<file path="config.mk">
export PLATFORM = sky130hd
export DESIGN_NAME = id_ex_stage
export DESIGN_NICKNAME = d
export VERILOG_FILES = /design/src/rtl/id_ex_stage.sv
export SDC_FILE = /design/constraint.sdc
export NUM_CORES = 1
export LEC_CHECK = 0
export ABC_AREA = 1
export BUFFER_PORTS_ARGS = -buffer_cell sky130_fd_sc_hd__buf_4
export CAP_MARGIN = 20
export CORE_ASPECT_RATIO = 1.2
export CORE_MARGIN = 1.5
export CORE_UTILIZATION = 35
export DETAILED_ROUTE_END_ITERATION = 7
export PLACE_DENSITY = 0.63
export SYNTH_ARGS = -nofsm -noshare
export SYNTH_HDL_FRONTEND = slang
export SYNTH_SLANG_ARGS = --single-unit
</file>
<file path="constraint.sdc">
create_clock -name clk -period 1.9 [get_ports clk]
set_input_delay 0.095 -clock clk [delete_from_list [all_inputs] [get_ports clk]]
set_output_delay 0.095 -clock clk [all_outputs]
set_load 0.03 [all_outputs]
</file>
<file path="src/rtl/id_ex_stage.sv">
// ID/EX pipeline register: captures the decoded instruction for EX, inserts a
// one-cycle bubble on load-use hazards and squashes the slot on an EX redirect.
module id_ex_stage #(
    parameter int DATA_W     = 32,
    parameter int REG_ADDR_W = 5,
    parameter int CNT_W      = 16
) (
    input  logic                  clk,
    input  logic                  rst_n,
    input  logic                  id_valid,
    input  logic [DATA_W-1:0]     id_pc,
    input  logic [DATA_W-1:0]     id_rd1,
    input  logic [DATA_W-1:0]     id_rd2,
    input  logic [DATA_W-1:0]     id_imm,
    input  logic [REG_ADDR_W-1:0] id_rs1,
    input  logic [REG_ADDR_W-1:0] id_rs2,
    input  logic [REG_ADDR_W-1:0] id_rd,
    input  logic [2:0]            id_funct3,
    input  logic [6:0]            id_funct7,
    input  logic [10:0]           id_ctrl,
    input  logic                  flush_i,
    output logic                  ex_valid,
    output logic [DATA_W-1:0]     ex_pc,
    output logic [DATA_W-1:0]     ex_rd1,
    output logic [DATA_W-1:0]     ex_rd2,
    output logic [DATA_W-1:0]     ex_imm,
    output logic [REG_ADDR_W-1:0] ex_rs1,
    output logic [REG_ADDR_W-1:0] ex_rs2,
    output logic [REG_ADDR_W-1:0] ex_rd,
    output logic [2:0]            ex_funct3,
    output logic [6:0]            ex_funct7,
    output logic [10:0]           ex_ctrl,
    output logic                  stall_o,
    output logic [CNT_W-1:0]      bubble_cnt,
    output logic [CNT_W-1:0]      flush_cnt
);

    // Position of MemRead inside the {ALUSrc,MemtoReg,RegWrite,MemRead,...} bundle.
    localparam int MEM_READ_BIT = 7;

    logic                  ex_valid_r;
    logic [DATA_W-1:0]     ex_pc_r;
    logic [DATA_W-1:0]     ex_rd1_r;
    logic [DATA_W-1:0]     ex_rd2_r;
    logic [DATA_W-1:0]     ex_imm_r;
    logic [REG_ADDR_W-1:0] ex_rs1_r;
    logic [REG_ADDR_W-1:0] ex_rs2_r;
    logic [REG_ADDR_W-1:0] ex_rd_r;
    logic [2:0]            ex_funct3_r;
    logic [6:0]            ex_funct7_r;
    logic [10:0]           ex_ctrl_r;
    logic [CNT_W-1:0]      bubble_cnt_r;
    logic [CNT_W-1:0]      flush_cnt_r;
    logic                  haz_s;
    logic                  stall_s;

    function automatic logic [CNT_W-1:0] sat_inc(input logic [CNT_W-1:0] v);
        if (v == {CNT_W{1'b1}}) begin
            return v;
        end else begin
            return v + {{(CNT_W-1){1'b0}}, 1'b1};
        end
    endfunction

    // Load-use detection against the instruction currently in EX.
    always_comb begin
        haz_s   = 1'b0;
        stall_s = 1'b0;
        if (id_valid && ex_valid_r && ex_ctrl_r[MEM_READ_BIT] &&
            (ex_rd_r != {REG_ADDR_W{1'b0}}) &&
            ((ex_rd_r == id_rs1) || (ex_rd_r == id_rs2))) begin
            haz_s = 1'b1;
        end else begin
            haz_s = 1'b0;
        end
        // A redirect discards the ID instruction, so holding it would be pointless.
        if (haz_s && !flush_i) begin
            stall_s = 1'b1;
        end else begin
            stall_s = 1'b0;
        end
    end

    // Pipeline register: flush beats bubble beats normal capture.
    always_ff @(posedge clk or negedge rst_n) begin
        if (!rst_n) begin
            ex_valid_r  <= 1'b0;
            ex_pc_r     <= {DATA_W{1'b0}};
            ex_rd1_r    <= {DATA_W{1'b0}};
            ex_rd2_r    <= {DATA_W{1'b0}};
            ex_imm_r    <= {DATA_W{1'b0}};
            ex_rs1_r    <= {REG_ADDR_W{1'b0}};
            ex_rs2_r    <= {REG_ADDR_W{1'b0}};
            ex_rd_r     <= {REG_ADDR_W{1'b0}};
            ex_funct3_r <= 3'b000;
            ex_funct7_r <= 7'b0000000;
            ex_ctrl_r   <= 11'b0;
        end else if (flush_i || haz_s) begin
            // Data fields keep their old values; only valid/ctrl must be cleared.
            ex_valid_r <= 1'b0;
            ex_ctrl_r  <= 11'b0;
        end else begin
            ex_valid_r  <= id_valid;
            ex_pc_r     <= id_pc;
            ex_rd1_r    <= id_rd1;
            ex_rd2_r    <= id_rd2;
            ex_imm_r    <= id_imm;
            ex_rs1_r    <= id_rs1;
            ex_rs2_r    <= id_rs2;
            ex_rd_r     <= id_rd;
            ex_funct3_r <= id_funct3;
            ex_funct7_r <= id_funct7;
            ex_ctrl_r   <= id_valid ? id_ctrl : 11'b0;
        end
    end

    // Saturating performance counters for bubbles and squashed instructions.
    always_ff @(posedge clk or negedge rst_n) begin
        if (!rst_n) begin
            bubble_cnt_r <= {CNT_W{1'b0}};
            flush_cnt_r  <= {CNT_W{1'b0}};
        end else if (flush_i) begin
            if (id_valid) begin
                flush_cnt_r <= sat_inc(flush_cnt_r);
            end else begin
                flush_cnt_r <= flush_cnt_r;
            end
        end else if (haz_s) begin
            bubble_cnt_r <= sat_inc(bubble_cnt_r);
        end else begin
            bubble_cnt_r <= bubble_cnt_r;
            flush_cnt_r  <= flush_cnt_r;
        end
    end

    assign ex_valid   = ex_valid_r;
    assign ex_pc      = ex_pc_r;
    assign ex_rd1     = ex_rd1_r;
    assign ex_rd2     = ex_rd2_r;
    assign ex_imm     = ex_imm_r;
    assign ex_rs1     = ex_rs1_r;
    assign ex_rs2     = ex_rs2_r;
    assign ex_rd      = ex_rd_r;
    assign ex_funct3  = ex_funct3_r;
    assign ex_funct7  = ex_funct7_r;
    assign ex_ctrl    = ex_ctrl_r;
    assign stall_o    = stall_s;
    assign bubble_cnt = bubble_cnt_r;
    assign flush_cnt  = flush_cnt_r;

endmodule
</file>
# After elaboration in Yosys (flattened, before gate mapping)
# Cells that the tools add are included.
# word_totals
elab_cells	38
output_inout_bits	198
register_bits	197
input_bits	168
# op_classes
n_eq_ne	4
n_reduce_logical	11
muxes	5
bitwise	3
addsub	2
# op_table
cell	n
16-bit by 1-bit adder with 16-bit output, second input constant	2
16-bit equality test, second input constant	2
11-bit two-way mux	2
5-bit equality test	2
3-bit AND reduction	2
1-bit logical AND	5
5-bit nonzero test	1
1-bit two-way mux	3
1-bit inverter	3
1-bit logical OR	2
1-bit logical NOT	1

# Depth between registers and ports, before layout
# logic_depth
depth_word	7
mapped_depth	12

# Worst setup path before layout
# Ideal clock, no wire load.
# synth_timing
path_type	register to register
start	reg bubble_cnt_r[0] (netlist: bubble_cnt[0])
end	reg bubble_cnt_r[12] (netlist: bubble_cnt[12])
t_required_ps	1781
path_stages_with_launch	11
t_arrival_ps	1824
setup_slack_ps	-43
path_cell_list	dfrtp_1 > ha_1 > nand3_1 > inv_1 > nand2_1 > nor2_1 > nor2_2 > nand3_2 > buf_2 > nand2_1 > nand2_1
# synth_via
elab_chain_cells	3
elab_cells_between_ends	4
cone_classes	add/sub: 1; eq/ne: 1; bitwise: 1; reduce/logical: 1
# synth_lines
item	line_no	rtl
start, declared	52	logic [CNT_W-1:0] bubble_cnt_r;
start signal, assigned	120	bubble_cnt_r <= {CNT_W{1'b0}};
start signal, assigned	129	bubble_cnt_r <= sat_inc(bubble_cnt_r);
start signal, assigned	131	bubble_cnt_r <= bubble_cnt_r;
parallel branches: the longest is 3 deep, another holds 16-bit by 1-bit adder with 16-bit output	n/a	
# Several ways; the timed one is not identified.
# A chain may end at the register's enable or synchronous reset.

# Final worst setup path
# layout_timing
start	reg ex_rd_r[0] (netlist: ex_rd[0])
end	out stall_o
# layout_via
elab_chain_cells	6
elab_cells_between_ends	9
cone_classes	eq/ne: 2; mux: 2; reduce/logical: 5
# layout_lines
item	line_no	rtl
start, declared	48	logic [REG_ADDR_W-1:0] ex_rd_r;
start signal, assigned	94	ex_rd_r <= {REG_ADDR_W{1'b0}};
start signal, assigned	110	ex_rd_r <= id_rd;
5-bit equality test or 5-bit nonzero test (tied branches)	71, 70	
1-bit logical OR or 1-bit logical AND (tied branches)	71, 69	
1-bit logical AND *	70	(ex_rd_r != {REG_ADDR_W{1'b0}}) &&
1-bit two-way mux *	69	if (id_valid && ex_valid_r && ex_ctrl_r[MEM_READ_BIT] &&
1-bit logical AND *	77	if (haz_s && !flush_i) begin
1-bit two-way mux *	77	
end, declared	33	output logic stall_o,
# Mark *: on every way between the ends. The rest lies on a longest branch, timed or not.

==> summary by stage <==
Run
The tool flagged a number of max-cap violations equal to 0.

Synthesis
The number of enable flip-flop cells after synthesis is 0. In the synthesized netlist the dominant register cell turns out to be sky130_fd_sc_hd__dfrtp_1. The leading cell type by number of instances after synthesis is sky130_fd_sc_hd__nand2_1.

The sequential area share after synthesis is a little under three fifths. The post-synth net total is ~1200. After synthesis the cells add up to 0.008611 sq mm. Yosys mapped the design onto 21 distinct sky130hd cell types. Dividing the synthesized area by the synthesized cell count gives 8.409 sq um. The async set-or-reset flop fraction in the synthesized netlist is 100.0%.

The synthesized flop and latch total is 197. Yosys printed 0 warnings. The instance count of the mapped netlist is around 1000. Ranked by total cell area, the synthesized netlist is headed by sky130_fd_sc_hd__dfrtp_1 57%, sky130_fd_sc_hd__nand2_1 19%, sky130_fd_sc_hd__nand3_1 10%, sky130_fd_sc_hd__nor2_1 2.2%, sky130_fd_sc_hd__nand4_1 1.7%.

Summed over its instances, the top area cell type makes up a little under three fifths of the synthesized netlist area. After synthesis, the most frequently instantiated cells are 442 x sky130_fd_sc_hd__nand2_1, 197 x sky130_fd_sc_hd__dfrtp_1, 173 x sky130_fd_sc_hd__nand3_1, 50 x sky130_fd_sc_hd__nor2_1, 30 x sky130_fd_sc_hd__inv_1. The biggest area contributor in the post-synthesis netlist is sky130_fd_sc_hd__dfrtp_1.

Min path
The startpoint of the lowest-slack hold path is flush_i. The tightest min-delay check is of the primary input to register type.

Global route
The met1 usage is 26.88%. Global routing used between 20% and 30% of the available tracks across all layers. The pin count of the biggest net entering global routing is 79. The via count of the first global-routing pass is 9156.

For this run, global-route usage on met2 was measured as slightly above 40%. The global-route wire length before repair is around 48000 um. The total grt overflow is 0. The met3 demand-to-capacity share in global routing is 4.804%. The initial antenna violation count is 2. The layer with the highest usage is met2.

Clock network
Counting the buffers created by CTS gives 17. The clock tree root buffer cell is sky130_fd_sc_hd__clkbuf_16. No sink is reached through more buffers than the 2 on the longest clock path. The clock reaches the later pin of the worst-skew pair after around 0.43 ns. The CTS sink count is 197. The H-tree was split into 4 levels.

The post-CTS clock slew at the launch and capture registers of the worst setup and hold paths is 0.07 ns. TritonCTS built the clock tree.

STA
After layout, the minimum clock period comes to approximately 1.8 ns. The pin slew with the least headroom to its limit is approximately 0.51 ns. Setup repair after global routing could not meet its margin everywhere. The tightest hold path in the finished design has a slack of 0.03757 ns.

Measured against its own limit, the worst slew margin works out to 65.94%. The clock skew is 0.007333 ns. The max-slew violation total from the final report is 0. Setup violations remaining at the end of the flow were counted as 0.

The worst path meets setup with 0.1079 ns of slack. The final hold violation count came to 0. The fraction of the cycle the final worst path needs is 94.32%. The maximum achievable frequency is 558.0 MHz.

Critical path
The setup path with the least slack is of type register to output pin. At the worst endpoint, the required time is 1.80 ns. Data arrives at the worst endpoint at ~1.7 ns. The biggest fanout along the worst timing path is 7. The element type at the critical path start is a register. The most critical setup path has its startpoint at ex_rd[0].

The worst setup path is captured at an output pin. The startpoint of the lowest-slack register-to-register path is ex_rd[0].

Finish
After the flow finishes, the layout carries non-filler instances totaling 1887. The sequential cell area in the final layout is 0.004936 sq mm. For this run, the post-layout net count is approximately 1700. At the end of the flow the core is filled with cells to between 50% and 60%. The footprint of the multi-input gates is 0.003257 sq mm. The layout has 2056 filler cells. Of the cells placed in the final design, the portion with a size suffix greater than 1 is 28.18%.

The relative area change from synthesis to final layout is 64.25%.

Power and ir drop
Combinational logic is responsible for around a quarter of the overall power. Internal power comes to 7701 uW. The design draws 11180 uW. The leakage power figure is between 0.007 and 0.008 uW. The power per unit of standard cell area is 790.4 mW/mm^2. VDD sags by at most between 500 and 600 uV. The share of total power dissipated in the clock network is 32.0%.

The net switching share of the total power is 31.11%. Summed over all nets, the switching power comes to 3477 uW. The relative contribution of sequential cells to total power is 43.1%.

Drt
For this run, the detailed router's first-pass iteration total came to 4. After detailed routing, the total wire length is 29800 um. In this run, the number of DRC markers left after iteration 0 of detailed routing was 489. The final routed DRC violation total is 0.

The count of nets left with antenna violations once routing finished came out at 0. The routed length per placed instance is 15.79 um. The count of vias placed by the detailed router is ~9000. The via-per-instance ratio is 4.768.

Floorplan
The vertical extent of the die is between 150 and 200 um. The number of placement rows is 62. The die span in x is 146.2 um.

The area inside the core boundary is 0.02405 sq mm. The floorplan step defined a die boundary enclosing approximately 0.026 sq mm. The starting density of the core is between 30% and 40%. Pin placement for this block handled 366 I/O pins.

Placed design
The congestion estimate from routability-driven global placement came to 0.8309. The HPWL after detailed placement is 18940 um. The count of buffers added on input and output ports is 365. The placed cell count is 1674. Timing analysis after detailed placement gives a worst setup slack of approximately 0.11 ns.

Run status
The flow ran to the end, and the final reports show no timing, DRC or antenna violations.
routing by layer:
| metal | wire length (um) | vias to the layer above |
|---|---|---|
| met3 | 1547 | 82 |
| met2 | 15330 | 312 |
| met5 | 0 | - |
| met4 | 1341 | 0 |
| li1 | - | 4308 |
| met1 | 11590 | 4295 |
stage by stage:
stage	setup TNS, ns	area, sq um
floorplan	0	8616
global placement	0	11720
detailed placement	0	11720
CTS	0	14070
global route	-0.03201	14140
finish	0	14140
sequential cells by signal, indices dropped and copies added (netlist names):
register	count
ex_imm	32
ex_pc	32
ex_rd1	32
ex_rd2	32
bubble_cnt	16
flush_cnt	16
ex_ctrl	11
ex_funct7	7
ex_rd	5
ex_rs1	5
ex_rs2	5
ex_funct3	3
ex_valid	1
cells in the final DEF, fill, tap and decap left out, types with 6 or more instances in the layout:
cell and count:
sky130_fd_sc_hd__buf_4 379, sky130_fd_sc_hd__inv_1 30, sky130_fd_sc_hd__nand2_1 441, sky130_fd_sc_hd__o21ai_0 6, sky130_fd_sc_hd__nor2_1 48, sky130_fd_sc_hd__buf_12 8, sky130_fd_sc_hd__xor2_1 9, sky130_fd_sc_hd__xnor2_1 15
sky130_fd_sc_hd__dlygate4sd3_1 177, sky130_fd_sc_hd__nand3_1 171, sky130_fd_sc_hd__dfrtp_1 192, sky130_fd_sc_hd__nand4_1 24, sky130_fd_sc_hd__clkbuf_16 17
logic make-up (layout without fill, tap and decap cells):
logic type,count (synthesis),after routing,share of synthesized area [%]
DFF,197,197,57.25
and+or+nand+nor,699,699,33.94
AOI/OAI and AO/OA,9,9,0.5231
xor gates and xnor gates,24,24,2.441
buffers and inverters,93,634,5.551
other,0,2,0
adders and majority gates,2,2,0.2906
repair_timing:
item	in CTS	in global routing
endpoints found under the setup margin	0	140
hold buffers	177	0
hold endpoints to repair	213	0
buffers inserted	0	2
resized for setup	0	12
cell type report:
type,instances,share of cell area (%)
multi-input cells,734,23.03
well taps,320,2.831
flip-flops and latches,197,34.90
inverters,35,0.9466
clock buffers,22,3.424
clock inverters,10,0.6900
repair buffers,567,34.15
diodes,2,0.03539
power by group through the flow:
stage | logic, uW | registers [uW] | clock network (uW)
final | 2790 | 4820 | 3570
after global routing | 2990 | 4860 | 3820
after CTS | 2770 | 4810 | 3690
after detailed placement | 2470 | 4880 | 0
after global placement | 2450 | 4870 | 0
after floorplan | 574 | 5570 | 0
worst paths after layout:
| check | endpoint | depth (start not counted) | slack (ns) |
|---|---|---|---|
| max | stall_o | 8 | 0.11 |
| max reg2reg | ex_rd1[12] | 10 | 0.12 |
| min reg2reg | ex_funct3[1] | 2 | 0.47 |
| min | ex_pc[0] | 4 | 0.04 |
| min in group asynchronous | bubble_cnt[4] | 2 | 0.20 |
| max in group asynchronous | ex_rd2[21] | 3 | 1.04 |
critical path: stages (launching register included):
cell and delay (ns):
sky130_fd_sc_hd__dfrtp_2 0.45, sky130_fd_sc_hd__nor2_1 0.12, sky130_fd_sc_hd__nor2_1 0.05, sky130_fd_sc_hd__nor2_1 0.12, sky130_fd_sc_hd__nand3_2 0.10, sky130_fd_sc_hd__nand2_4 0.12, sky130_fd_sc_hd__nand2_8 0.09, sky130_fd_sc_hd__nor2_4 0.09
sky130_fd_sc_hd__buf_6 0.13
No activity file was read; power rests on OpenSTA's default activity.
